$ cat src/rtl/rr_grant_sched6.sv
// Six-way round-robin arbiter with registered one-hot grant, owner index and
// per-grant hold timeout; a GAP cycle separates consecutive owners.
module rr_grant_sched6 #(
    parameter int unsigned MAX_HOLD = 16,
    parameter int unsigned HOLD_W   = 5
) (
    input  logic        clk,
    input  logic        rst,
    input  logic [5:0]  req,
    input  logic        done,
    output logic [5:0]  grant,
    output logic [2:0]  grant_idx,
    output logic        busy,
    output logic        timeout
);

    localparam int unsigned NREQ = 6;

    typedef enum logic [1:0] {
        IDLE  = 2'b00,
        GRANT = 2'b01,
        GAP   = 2'b10
    } state_t;

    state_t              state;
    logic [2:0]          ptr;
    logic [HOLD_W-1:0]   hold_cnt;

    logic [7:0]          req_ext;
    logic [2:0]          win_c;
    logic                found_c;
    logic                drop_c;
    logic                hold_hit_c;
    logic                exit_c;
    logic [2:0]          ptr_next_c;

    // Padded so a 3-bit index can never select outside the vector.
    assign req_ext = {2'b00, req};

    // First requester at or after ptr, wrapping 5 -> 0.
    always_comb begin
        logic [3:0] cand;
        win_c   = 3'd0;
        found_c = 1'b0;
        cand    = 4'd0;
        for (int i = 0; i < NREQ; i++) begin
            cand = 4'({1'b0, ptr}) + 4'(i);
            if (cand >= 4'd6) begin
                cand = cand - 4'd6;
            end
            if (!found_c && req_ext[cand[2:0]]) begin
                found_c = 1'b1;
                win_c   = cand[2:0];
            end
        end
    end

    assign drop_c     = !req_ext[grant_idx];
    assign hold_hit_c = (MAX_HOLD != 0) && (hold_cnt == HOLD_W'(MAX_HOLD));
    assign exit_c     = done || drop_c || hold_hit_c;
    assign ptr_next_c = (grant_idx == 3'd5) ? 3'd0 : grant_idx + 3'd1;

    always_ff @(posedge clk) begin
        if (rst) begin
            state     <= IDLE;
            grant     <= 6'd0;
            grant_idx <= 3'd0;
            busy      <= 1'b0;
            timeout   <= 1'b0;
            ptr       <= 3'd0;
            hold_cnt  <= '0;
        end else begin
            timeout <= 1'b0;
            case (state)
                IDLE: begin
                    if (found_c) begin
                        state     <= GRANT;
                        grant_idx <= win_c;
                        grant     <= 6'd1 << win_c;
                        busy      <= 1'b1;
                        hold_cnt  <= HOLD_W'(1);
                    end
                end
                GRANT: begin
                    if (exit_c) begin
                        state   <= GAP;
                        grant   <= 6'd0;
                        busy    <= 1'b0;
                        ptr     <= ptr_next_c;
                        // Only a pure hold expiry counts as a revoke.
                        timeout <= hold_hit_c && !done && !drop_c;
                    end else begin
                        hold_cnt <= hold_cnt + HOLD_W'(1);
                    end
                end
                GAP: begin
                    state <= IDLE;
                end
                default: begin
                    state <= IDLE;
                end
            endcase
        end
    end

endmodule

$ cat config.mk
export PLATFORM = sky130hd
export DESIGN_NAME = rr_grant_sched6
export DESIGN_NICKNAME = d
export VERILOG_FILES = /design/src/rtl/rr_grant_sched6.sv
export SDC_FILE = /design/constraint.sdc
export NUM_CORES = 1
export LEC_CHECK = 0
export BUFFER_PORTS_ARGS = -buffer_cell sky130_fd_sc_hd__buf_2
export CORE_AREA = 3 3 57 70
export DETAILED_ROUTE_END_ITERATION = 10
export DIE_AREA = 0 0 60 73
export GPL_TIMING_DRIVEN = 0
export PLACE_DENSITY = 0.7
export SLEW_MARGIN = 0
export SYNTH_ARGS = -nofsm -noshare
export SYNTH_HDL_FRONTEND = slang
export SYNTH_SLANG_ARGS = --single-unit
$ cat constraint.sdc
create_clock -name clk -period 8.27 [get_ports clk]
set_input_delay 0.4135 -clock clk [delete_from_list [all_inputs] [get_ports clk]]
set_output_delay 0.4135 -clock clk [all_outputs]
set_load 0.01 [all_outputs]
==> results of run 1 <==
## area by class of cell
cell class	count	share of cell area
Multi-Input combinational cell	174	0.651
Sequential cell	21	0.208
Timing Repair Buffer	19	0.0470
Buffer	10	0.0278
Tap cell	37	0.0229
Clock buffer	3	0.0204
Inverter	11	0.0204
Clock inverter	1	0.00248
## worst register-to-register path, delay by kind of cell (launching register included)
kind | cells | cell delay [ps]
AO/OA/AOI/OAI | 5 | 1440
adder cells (fa/ha/maj) | 1 | 340
buffers and inverters | 5 | 1070
flip-flops | 1 | 400
AND/OR/NAND/NOR | 2 | 380
## state kept, by name (all words and copies together), names as in the netlist
register and flops:
state 2, grant 6, ptr 3, timeout 1, hold_cnt 5, busy 1, grant_idx 3
## cell usage in the layout (no fill, tap or decap), types with 4 or more instances in the layout
master    Yosys  final
nand3_1       6      6
o21ai_0       6      6
a21o_1        4      4
nand4_1       5      5
xor2_1        6      6
nand2_1      12     12
buf_2         3     22
or3_1         4      4
dfxtp_1      21     21
nor3_1        6      6
mux2i_1       9      9
nor2_1       20     20
inv_1        11     11
ha_1         10     10
a32o_1        4      4
clkbuf_1      5      5
a21oi_1       8      8
a211oi_1      4      4
and3b_1       4      4
xnor2_1       5      5
## logic make-up (layout without fill, tap and decap cells)
kind of cell | count (synthesis) | count (layout) | share of synthesized area
muxes | 13 | 13 | 0.0819
DFF | 21 | 21 | 0.229
and+or+nand+nor | 80 | 80 | 0.248
AOI/OAI and AO/OA | 59 | 59 | 0.258
buffers and inverters | 21 | 44 | 0.0532
xor gates and xnor gates | 12 | 12 | 0.0614
adders and majority gates | 10 | 10 | 0.0682
## where the power goes
group,switching [mW],internal [mW]
Sequential,0.0222,0.128
Combinational,0.340,0.249
Clock,0.0356,0.0337
Total,0.398,0.411
## final timing paths
path              end  slack (ps)  cells past startpoint
max          grant[0]        4560                     13
min reg2reg  grant[5]         480                      1
min          grant[5]         480                      1
max reg2reg  grant[0]        4560                     13
## through the flow
step | cell area [sq um] | util | power [mW] | setup slack [ps] | hold WS, ps
floorplan | 1830 | - | 0.610 | 5050 | 471
global placement | 1980 | 0.592 | 0.729 | 4620 | 449
detailed placement | 1980 | 0.592 | 0.734 | 4620 | 454
CTS | 2020 | 0.606 | 0.809 | 4570 | 480
global route | 2020 | 0.606 | 0.882 | 4110 | 501
finish | 2020 | 0.606 | 0.809 | 4560 | 475
## metal layers
layer / vias up / track usage
li1: 867 / -
met4: 0 / 0.113
met3: 14 / 0.0301
met5: - / 0
met2: 37 / 0.397
met1: 819 / 0.249
==> summary.md, run 1 <==
| Metric | Value |
|---|---|
| Most frequent cell after synthesis | dfxtp_1 |
| Fin nets | roughly 260 |
| Post-synthesis sequential area ratio | 0.229 |
| Synth top area share | 0.229 |
| Hold Crit Class | reg -> reg |
| P per Cell Area | between 400 and 500 nW/um^2 |
| Uppermost layer routed | met4 |
| Rows | 23 |
| Global Route Usage Sum | 0.222 |
| # diodes | 0 |
| DR DRC count | 0 |
| Post-CTS sizing | 0 |
| Die area | roughly 4400 sq um |
| Layout cells sized above 1 | 0.184 |
| Final wirelength | 4520 microns |
| Total core area | 3340 sq um |
| Commonest cells post-synth | dfxtp_1 (21), nor2_1 (20), nand2_1 (12) |
| Clk Latency, worst-skew pair | 270 ps |
| IO Port Bufs | 19 |
| Commonest register cell after synthesis | dfxtp_1 |
| Top post-synthesis cells by area | dfxtp_1 (23%), ha_1 (6.8%), mux2i_1 (4.9%) |
| Status | finished, final reports clean |
| Die Y-Extent | about 73 microns |
| First-pass iteration count of the detailed router | 4 |
| Cell Count, Final, Fillers Out | 276 |
| Detailed Route Iter0 Violations | 110 |
| Max transition margin | 0.573 |
| Endpoints failing setup | 0 |
| Critical Path Source | ptr[0] |
| Cell repeated most along the worst path | inv_1 |
| Fin. Hold Viols | 0 |
| Synthesized Nets | 235 |
| Period utilisation layout | 0.449 |
| Filler cells | 337 |
| F_max | roughly 270 MHz |
| RSZ-0062 raised after global routing | false |
| Routability cong. | slightly below 1 |
| Cells after synthesis | 216 |
| Largest net degree at the start of global routing | 13 |
| Vias per Instance | approximately 6.3 |
| Overflow after GRT | 0 |
| First-pass GRT wire length | around 7400 microns |
| Mean routed wirelength per cell | ~16 microns |
| Worst slew pin tran | 631 ps |
| Initial Util | 0.549 |
| Synthesis-stage register bit count | 21 |
| Multi-input gate area | around 1300 sq um |
| Leak | about 0.86 nW |
| DR WL met2 | about 2300 microns |
| Routed Antenna Nets | 0 |
| Storage cell area | between 400 and 500 sq um |
| Total CTS buffers | 3 |
| Setup TNS Final | 0 ps |
| Arrival @ worst endpoint | about 3900 ps |
| Tmin final | about 3700 ps |
| Max-slew violations | 0 |
| # placed instances | around 270 |
| CP Capture Type | flip-flop |
| Top-level port count | 20 |
| Distinct cells, synth | 64 |
| Post-DP HPWL | 3550 microns |
| Avg Cell Area, Syn | about 8.5 sq um |
| Area growth, synth to finish | 10.2% |
| Clock Path Buffers | 2 |
| Routed met3 length | between 150 and 200 microns |
| Worst setup SP type | flip-flop |
| Post-synth ARST share | 0 |
| CTS tree | yes |
| Initial antenna violation count | 0 |
| H-tree depth | 1 |
| Setup Fix Bufs, Post-CTS | 0 |
| Post-synth EDFFs | 0 |
| Largest fanout on the critical path | 10 |
| Hold path start | grant[5] |
| WP data required | between 8000 and 9000 ps |
| Vias in the first global route | 1647 |
| Slowest CP cell | dfxtp_1 |
| Synthesized cell area | between 1500 and 2000 sq um |
| Critical path class | reg -> reg |
| Critical path's largest stage delay | 400 ps |
| Clock-pin slew on the worst setup and hold paths | about 80 ps |
| Clock root buffer | clkbuf_8 |
| Synth warn | 0 |
| Wire length on met1 | between 1500 and 2000 microns |
| Clk sink count | 21 |
| Critical path buffer and inverter count | 5 |
| Post-route clock skew | 2.57 ps |
| Peak VDD IR | approximately 0.24 mV |
| DIE WIDTH | about 60 microns |
| Worst r2r src | ptr[0] |
| Critical-path cell list | buf_6 > buf_2 > inv_1 > ha_1 > clkbuf_1 > nand4_1 > a22oi_1 > nand4b_1 > a31o_2 > a2111oi_0 > a311o_1 > inv_1 > a32o_1 |
| Vias | approximately 1700 |
| Cell taking the most area after synthesis | dfxtp_1 |
| Hold-fix buffers, CTS | 0 |
| Number of max-cap violations | 0 |
| Cell family with most CP delay | compound AO/OA/AOI/OAI gates |
Note: power is estimated with default switching activity, not from simulation.
==> run 2: changes to the inputs <==
clock period = 3.42 ns   (was 8.27 ns; I/O delays follow)
==> summary.md, run 2 (synthesized netlist as in run 1, its figures left out) <==
| Metric | Value |
|---|---|
| Status | finished, final reports clean |
| Clock-pin slew on the worst setup and hold paths | 80 ps (about the same) |
| CP Capture Type | flip-flop |
| Hold path depth | 3 (+2) |
| Number of max-cap violations | 0 (unchanged) |
| F_max | 306 MHz (+14%) |
| Top flop regs | grant: 6 flops, hold_cnt: 5 flops |
| Reg-to-reg slack, setup | 150 ps (-4410 ps) |
| Vias in the first global route | 1644 (-0.18%) |
| Setup TNS Final | 0 ps (unchanged) |
| Vias per Instance | 6.41 (+1.8%) |
| Die Y-Extent | 73 microns (unchanged) |
| Max-slew violations | 0 (unchanged) |
| Clk Latency, worst-skew pair | 270 ps (about the same) |
| Post-route clock skew | 0.860 ps (-1.71 ps) |
| Final worst setup slack | 150 ps (-4410 ps) |
| DIE WIDTH | 60 microns (unchanged) |
| RSZ-0062 raised after global routing | false |
| Most frequent cells in the layout | buf_2 (22), nor2_1 (20), dfxtp_1 (20) |
| Rows | 23 (unchanged) |
| Routability cong. | 0.970 (unchanged) |
| P per Cell Area | 1010 nW/um^2 (+150%) |
| H-tree depth | 1 (unchanged) |
| Cell area after layout | 2130 sq um (+5.2%) |
| Fin. Hold Viols | 0 (unchanged) |
| Max transition margin | 0.642 (+0.0688) |
| Top-level port count | 20 (unchanged) |
| First-pass GRT wire length | 7370 microns (about the same) |
| Initial antenna violation count | 0 (unchanged) |
| Largest net degree at the start of global routing | 13 (unchanged) |
| Clock root buffer | clkbuf_8 |
| Clk sink count | 21 (unchanged) |
| Total CTS buffers | 3 (unchanged) |
| Worst slew pin tran | 523 ps (-108 ps) |
| WP data required | 3640 ps (-4790 ps) |
| First-pass iteration count of the detailed router | 4 (unchanged) |
| Period utilisation layout | 0.956 (+0.507) |
| Layout cells sized above 1 | 0.253 (+0.0690) |
| Clock Path Buffers | 2 (unchanged) |
| Routed Antenna Nets | 0 (unchanged) |
| Final wirelength | 4590 microns (+1.6%) |
| Hold Crit Class | in -> reg |
| Endpoints failing setup | 0 (unchanged) |
| Area growth, synth to finish | 16.0% |
| Fin nets | 261 (+0.77%) |
| Tmin final | 3270 ps (-442 ps) |
| Vias | 1781 (+2.5%) |
| Min-Delay Endpoint | hold_cnt[2] |
| Leak | 0.895 nW (+4.4%) |
| Initial Util | 0.549 (unchanged) |
| Post-Place Worst Slack | -229 ps (-4850 ps) |
| Largest Register | grant |
| Largest fanout on the critical path | 10 (unchanged) |
| Global Route Usage Sum | 0.222 (unchanged) |
| Post-DP HPWL | 3550 microns (unchanged) |
| # diodes | 0 (unchanged) |
| Total core area | 3340 sq um (unchanged) |
| Arrival @ worst endpoint | 3490 ps (-380 ps) |
| Overflow after GRT | 0 (unchanged) |
| RR Endpoint | grant[2] |
| CTS tree | yes |
| Worst R2R Path Depth | 13 (unchanged) |
| DR DRC count | 0 (unchanged) |
| IO Port Bufs | 19 (unchanged) |
| Post-Route Utilization | 0.637 (+0.0315) |
| Filler cells | 332 (-1.5%) |
| Hold path start | rst |
| Detailed Route Iter0 Violations | 110 (unchanged) |
| Critical path class | reg -> reg |
| Worst setup SP type | flip-flop |
| Most common cell after layout, fill and taps aside | buf_2 |
| Peak VDD IR | 0.617 mV (+150%) |
| Mean routed wirelength per cell | 16.5 microns (+0.86%) |
| Hold-fix buffers, CTS | 0 (unchanged) |
| Post-DP Area | 1980 sq um (unchanged) |
| Die area | 4380 sq um (unchanged) |
| Worst r2r src | ptr[0] |
| Max reg flops | 6 (unchanged) |
| Final Total Pwr | 2.16 mW (+170%) |
run 2: cell types whose count changed in the layout (fill, tap and decap cells not counted), sizes merged:
| cell | delta |
|---|---|
| clkbuf | -3 |
| buf | +5 |
run 2: what timing repair did:
action                                 4_1_cts  5_1_grt
gates resized for setup                      5       18
setup endpoints to repair                   10       10
pin swaps                                    1        2
buffers inserted                             1        2
endpoints found under the hold margin        0        0
run 2: how the worst max path moves through the flow:
stage,start,to,slack (ps),depth (start not counted)
after floorplan,ptr[0],grant[3],200,13
after global placement,ptr[0],grant[0],-230,13
after detailed placement,ptr[0],grant[0],-230,13
after CTS,ptr[0],grant[0],20,12
after global routing,ptr[0],grant[2],5,13
final,ptr[0],grant[2],150,13
run 2: final cells by class:
class,count,area [sq um],share of cell area
clock inverters,1,5.00,0.00235
multi-input cells,174,1390,0.652
flip-flops and latches,21,422,0.198
well taps,37,46.3,0.0218
clock buffers,3,41.3,0.0194
plain buffers,9,67.6,0.0318
inverters,11,41.3,0.0194
repair buffers,22,118,0.0553
run 2: metal layers:
metal / vias to the layer above / share of wire / global-route usage / wire length [microns]
li1: 874 / - / - / -
met1: 847 / 0.42 / 0.250 / 1930
met4: 0 / 0.031 / 0.113 / 141
met3: 13 / 0.040 / 0.0301 / 182
met2: 47 / 0.51 / 0.395 / 2340
met5: - / 0 / 0 / 0
run 2: where the power goes:
| group | leakage [nW] | total [mW] | switching [mW] | internal [mW] |
|---|---|---|---|---|
| Clock | 0.0255 | 0.168 | 0.0860 | 0.0815 |
| Sequential | 0.172 | 0.369 | 0.0572 | 0.312 |
| Combinational | 0.697 | 1.62 | 0.896 | 0.722 |
run 2: stage by stage:
stage,hold WS (ps),cells
finish,295,278
floorplan,389,216
CTS,269,277
global placement,449,272
detailed placement,454,272
global route,311,278
run 2: worst max-delay path, stage by stage, from the launching register on:
cell	delay, ps
dfxtp_2	370
buf_8	150
buf_6	160
inv_1	120
ha_4	270
buf_4	170
o21ba_2	230
a22o_1	250
nand4_1	140
nand4b_1	170
o41a_4	560
or2_4	280
nor2b_4	190
a22o_1	170
